===== src/rtl/next_pro_writer.sv =====
// Collects per-lane next-partition and proposal results for one batch, then writes one word to each
// of the next and proposal SRAMs (with a per-lane bytemask) when the worker signals batch end.
module next_pro_writer #(
  parameter int unsigned Q               = 16,
  parameter int unsigned NEXT_BW         = 4,
  parameter int unsigned PRO_BW          = 8,
  parameter int unsigned NEXT_ADDR_SPACE = 4,
  parameter int unsigned PRO_ADDR_SPACE  = 4,
  parameter int unsigned BATCH_BW        = 8
) (
  input  logic                       clk,
  input  logic                       rst_n,
  input  logic                       en,
  input  logic [BATCH_BW-1:0]        batch_num,
  input  logic                       in_valid,
  output logic                       in_ready,
  input  logic [$clog2(Q)-1:0]       in_lane,
  input  logic [NEXT_BW-1:0]         in_next,
  input  logic [PRO_BW-1:0]          in_pro,
  input  logic                       batch_finish,
  output logic                       next_sram_wsb,
  output logic [NEXT_ADDR_SPACE-1:0] next_sram_waddr,
  output logic [Q*NEXT_BW-1:0]       next_sram_wdata,
  output logic [Q-1:0]               next_sram_bytemask,
  output logic                       pro_sram_wsb,
  output logic [PRO_ADDR_SPACE-1:0]  pro_sram_waddr,
  output logic [Q*PRO_BW-1:0]        pro_sram_wdata,
  output logic [Q-1:0]               pro_sram_bytemask,
  output logic                       done
);

  typedef enum logic [0:0] {StCollect, StFlush} state_e;

  state_e                     state_q, state_d;
  logic [Q*NEXT_BW-1:0]       next_buf_q, next_buf_d;
  logic [Q*PRO_BW-1:0]        pro_buf_q, pro_buf_d;
  logic [Q-1:0]               mask_q, mask_d;
  logic                       wsb_q, wsb_d;
  logic                       done_q, done_d;
  logic [NEXT_ADDR_SPACE-1:0] next_waddr_q, next_waddr_d;
  logic [PRO_ADDR_SPACE-1:0]  pro_waddr_q, pro_waddr_d;
  logic [Q*NEXT_BW-1:0]       next_wdata_q, next_wdata_d;
  logic [Q*PRO_BW-1:0]        pro_wdata_q, pro_wdata_d;
  logic [Q-1:0]               bytemask_q, bytemask_d;
  logic                       accept;

  assign in_ready = en & (state_q == StCollect);
  assign accept   = in_valid & in_ready;

  always_comb begin
    state_d      = state_q;
    next_buf_d   = next_buf_q;
    pro_buf_d    = pro_buf_q;
    mask_d       = mask_q;
    wsb_d        = 1'b1;
    done_d       = 1'b0;
    next_waddr_d = next_waddr_q;
    pro_waddr_d  = pro_waddr_q;
    next_wdata_d = next_wdata_q;
    pro_wdata_d  = pro_wdata_q;
    bytemask_d   = bytemask_q;

    // Merged view includes a beat accepted on the same edge as batch_finish.
    if (accept) begin
      next_buf_d[in_lane*NEXT_BW +: NEXT_BW] = in_next;
      pro_buf_d[in_lane*PRO_BW +: PRO_BW]    = in_pro;
      mask_d[in_lane]                        = 1'b1;
    end

    unique case (state_q)
      StCollect: begin
        if (batch_finish) begin
          next_wdata_d = next_buf_d;
          pro_wdata_d  = pro_buf_d;
          bytemask_d   = mask_d;
          next_waddr_d = batch_num[NEXT_ADDR_SPACE-1:0];
          pro_waddr_d  = batch_num[PRO_ADDR_SPACE-1:0];
          wsb_d        = ~(|mask_d);
          state_d      = StFlush;
        end
      end
      StFlush: begin
        next_buf_d = '0;
        pro_buf_d  = '0;
        mask_d     = '0;
        done_d     = 1'b1;
        state_d    = StCollect;
      end
      default: state_d = StCollect;
    endcase
  end

  always_ff @(posedge clk or negedge rst_n) begin
    if (!rst_n) begin
      state_q      <= StCollect;
      next_buf_q   <= '0;
      pro_buf_q    <= '0;
      mask_q       <= '0;
      wsb_q        <= 1'b1;
      done_q       <= 1'b0;
      next_waddr_q <= '0;
      pro_waddr_q  <= '0;
      next_wdata_q <= '0;
      pro_wdata_q  <= '0;
      bytemask_q   <= '0;
    end else begin
      state_q      <= state_d;
      next_buf_q   <= next_buf_d;
      pro_buf_q    <= pro_buf_d;
      mask_q       <= mask_d;
      wsb_q        <= wsb_d;
      done_q       <= done_d;
      next_waddr_q <= next_waddr_d;
      pro_waddr_q  <= pro_waddr_d;
      next_wdata_q <= next_wdata_d;
      pro_wdata_q  <= pro_wdata_d;
      bytemask_q   <= bytemask_d;
    end
  end

  assign next_sram_wsb      = wsb_q;
  assign pro_sram_wsb       = wsb_q;
  assign next_sram_waddr    = next_waddr_q;
  assign pro_sram_waddr     = pro_waddr_q;
  assign next_sram_wdata    = next_wdata_q;
  assign pro_sram_wdata     = pro_wdata_q;
  assign next_sram_bytemask = bytemask_q;
  assign pro_sram_bytemask  = bytemask_q;
  assign done               = done_q;

endmodule


===== config.mk =====
export PLATFORM = sky130hd
export DESIGN_NAME = next_pro_writer
export DESIGN_NICKNAME = d
export VERILOG_FILES = /design/src/rtl/next_pro_writer.sv
export SDC_FILE = /design/constraint.sdc
export NUM_CORES = 1
export LEC_CHECK = 0
export BUFFER_PORTS_ARGS = -buffer_cell sky130_fd_sc_hd__buf_4
export CELL_PAD_IN_SITES_DETAIL_PLACEMENT = 1
export CELL_PAD_IN_SITES_GLOBAL_PLACEMENT = 2
export CORE_MARGIN = 2
export CORE_UTILIZATION = 25
export CTS_BUF_LIST = sky130_fd_sc_hd__clkbuf_2
export CTS_CLUSTER_DIAMETER = 30
export DETAILED_ROUTE_END_ITERATION = 7
export GPL_ROUTABILITY_DRIVEN = 0
export PLACE_DENSITY_LB_ADDON = 0.1
export SYNTH_ARGS = -nofsm -noshare
export SYNTH_HDL_FRONTEND = slang
export SYNTH_SLANG_ARGS = --single-unit

===== constraint.sdc =====
create_clock -name clk -period 2.35 [get_ports clk]
set_clock_uncertainty 0.05 [all_clocks]
set_input_delay 0.5875 -clock clk [delete_from_list [all_inputs] [get_ports clk]]
set_output_delay 0.5875 -clock clk [all_outputs]
set_load 0.05 [all_outputs]

==> run metrics <==
Gate power share=16.2%; reg2reg start=state_q; Slew HR=30.76%; minimum clock period=2743 ps; Hold Vio Cnt, Final=0; fin worst setup slack=-393.2 ps; Crit. End Element=primary output; Power, Total=~17 mW; pin slew with the least headroom to its limit=between 1000 and 1500 ps; Final setup viols=between 200 and 300; Switching Fraction=between 30% and 40%; mean post-synth cell area=roughly 11 sq um; number of I/O pins=265; utilization after layout=a little under two fifths; vias in the first global route=between 15000 and 20000; Post-synth EDFFs=0; Worst EP arrival=about 2100 ps; Die W=about 270 microns; cells after synthesis=about 1600; ys async rst share=100.0%; CP Class=reg -> out; Psw=roughly 5.5 mW; gr ovfl total=0; DRT iter0 DRCs=618; Post-layout nets=~2200; Die H=~270 microns; Seq cells post-synth=between 400 and 500; Skew-Pair Late Insertion Delay=between 1000 and 1500 ps; clk sinks=between 400 and 500; Area Overhead vs Synth=46.02%; Vias/cell=approximately 4.5; worst min-delay path class=in -> reg; cell chain of the critical path=buf_12, nor2b_4, buf_6; unrepaired setup endpoints after global routing=yes; Worst Hold Path EP=next_buf_q[34]; Core ar.=between 0.06 and 0.07 sq mm; Flop pwr share=between 40% and 50%; failing checks=setup timing; die area=about 0.072 sq mm; post-route cell area=roughly 0.025 sq mm; main combinational cell family by area after synthesis=simple AND/OR/NAND/NOR gates; routed wire length=65640 microns; Clock Pin Slew Worst Setup and Hold Paths=around 90 ps; mux cell area share after synthesis=~8.4%; post-synth top area cell=dfrtp_1; routed length per placed instance=20.73 microns; WP buf/inv=2; Pint=about 11 mW; Final Non-Filler Cells=~3200; Crit path largest cell delay=just under 500 ps; Worst Path Required=1710 ps; clock buffer depth=3; setup TNS=-30930 ps; Port Buf Inserts=between 200 and 300; syn_nets=around 1600; hold path start=in_next[2]; post-synthesis sequential area ratio=between 60% and 70%; placed insts=between 2000 and 3000; site row count=96; Distinct cells, synth=53; via count=14250; fin crit share=116.7%; Power Density=666.9 mW/mm^2; clk root buf=clkbuf_2; DP Area=approximately 0.022 sq mm; largest cells by area after synthesis=dfrtp_1 61%, mux2i_1 8.3%, o21ai_1 5.3%; R2R Path End=next_sram_wdata[58]; CTS tree=built; cells on worst reg2reg path=8; Clock Power Share=around two fifths; Crit path max-delay family=flip-flops; max-cap violations=0; H-tree Lvls=4; XOR/XNOR share of the synthesized area=less than 1%; adder-cell share of the synthesized area=0.3598%; fmax=around 360 MHz; simple-gate portion of the synthesized area=around 14%; global router's overall resource usage=a little under a fifth; CTS Buf Count=about 140; Worst setup SP type=register; reg-to-reg slack, setup=-90 ps; Max IR drop VDD=around 0.00035 V; mapped cell area=between 0.015 and 0.02 sq mm; share of cells above drive strength 1=37.08%; number of antenna violations at the first check in global routing=2; Worst Path Max Fanout=2; Leakage=approximately 12 nW; outcome=finished with violations; complex-gate fraction of the synthesized area=11.22%; Warnings, synthesis=0; Yosys top cell area share=60.73%; DRC=0; CP max-delay cell=dfrtp_4; First-pass DRT Iterations=5; largest net degree at the start of global routing=between 80 and 90; first-pass GRT wire length=~97000 microns; hold path cells=4; fillers=7654; Most used DFF post-synth=dfrtp_1; starting density of the core=25.31%; DP HPWL=42560 microns; final max-slew violation count=0; antenna viol nets, final=0
==> metrics by stage <==
| step | setup WS, ps | hold slack (ps) |
|---|---|---|
| 3_5_place_dp | -417.8 | 428.6 |
| 2_1_floorplan | -579.3 | 241.9 |
| 3_3_place_gp | -392.4 | 425.7 |
| 4_1_cts | -614.9 | 21.41 |
| 5_1_grt | -592.4 | 107.7 |
| 6_report | -393.2 | 233.3 |
==> cell type report <==
type,instances,area [sq um],area share [%]
Clock inverter,69,485.5,1.912
Inverter,5,21.27,0.08377
Sequential cell,423,10600,41.74
Tap cell,931,1165,4.588
Antenna cell,2,5.005,0.01971
Multi-Input combinational cell,1019,6474,25.50
Timing Repair Buffer,533,5720,22.53
Clock buffer,184,920.9,3.627
==> routing by layer <==
metal	part of all wire, %	vias up	GRT usage [%]
met4	2.2	0	6.976
met1	45	7198	23.61
met3	5.0	92	5.250
met5	0	-	0
li1	-	6648	-
met2	48	314	29.02
==> state kept, by name (all words and copies together) (netlist names) <==
name	count
pro_sram_waddr	4
next_sram_wdata	64
pro_buf_q	128
done	1
next_sram_wsb	1
next_sram_bytemask	16
mask_q	16
state_q	1
pro_sram_wdata	128
next_buf_q	64
==> logic make-up after synthesis <==
logic type / count (synthesis)
mux: 145
fa+ha+maj: 5
buf+inv: 164
simple gates: 534
compound gates: 333
xor+xnor: 2
flops: 423
==> placed cells by master (no fill, tap or decap), drive strengths merged, types with 3 or more instances in the layout <==
master	instances
o211ai	4
nor2b	14
nand4	27
or2	4
bufinv	7
clkinv	56
nand3	23
nor3b	13
o31ai	25
and3	14
a31oi	50
a21oi	39
nor2	214
nor3	7
ha	5
and2	14
nand3b	3
dfrtp	422
o21ai	186
buf	494
mux2i	144
inv	7
or4	3
a22o	24
dlygate4sd3	33
nor4	7
nand2b	5
clkinvlp	4
nand2	177
clkbuf	189
==> power by group through the flow <==
stage	registers, mW	clock network, mW	logic, mW
floorplan	8.22	0	0.824
global placement	7.73	0	2.44
detailed placement	7.73	0	2.46
CTS	7.62	6.94	2.70
global route	7.64	7.39	2.92
finish	7.61	6.58	2.74
==> synth_stat cells, types with 17 or more instances <==
| cell type | instances |
|---|---|
| dfrtp_1 | 422 |
| a31oi_1 | 50 |
| o31ai_1 | 25 |
| a21oi_1 | 39 |
| a22o_1 | 24 |
| nor2_1 | 214 |
| buf_2 | 17 |
| nand3_1 | 23 |
| mux2i_1 | 144 |
| buf_4 | 31 |
| clkbuf_1 | 100 |
| nand4_1 | 27 |
| o21ai_1 | 184 |
| nand2_1 | 177 |
==> worst register-to-register path, stage by stage (launching register included) <==
cell	delay (ps)
dfrtp_4	490
buf_4	160
nand4bb_2	320
buf_12	220
a2111oi_4	360
buf_4	230
clkbuf_16	180
mux2i_1	240
o21ai_1	100
==> timing repair <==
item                                    4_1_cts  5_1_grt
endpoints found under the hold margin       828        0
hold buffers                                 34        0
pin swaps                                     2        3
endpoints found under the setup margin      236      349
gates resized for setup                     257       62
buffers inserted                             43       49
gates cloned                                  1        5
==> worst max-delay path by stage <==
stage,start,endpoint,slack [ps],cells past startpoint
floorplan,in_lane[0],next_sram_wdata[46],-580,12
global placement,in_lane[2],next_sram_wdata[53],-390,9
detailed placement,in_lane[2],next_sram_wdata[0],-420,9
CTS,state_q,in_ready,-610,3
global route,state_q,in_ready,-590,3
finish,state_q,in_ready,-390,3
(Power assumes the default switching activity.)
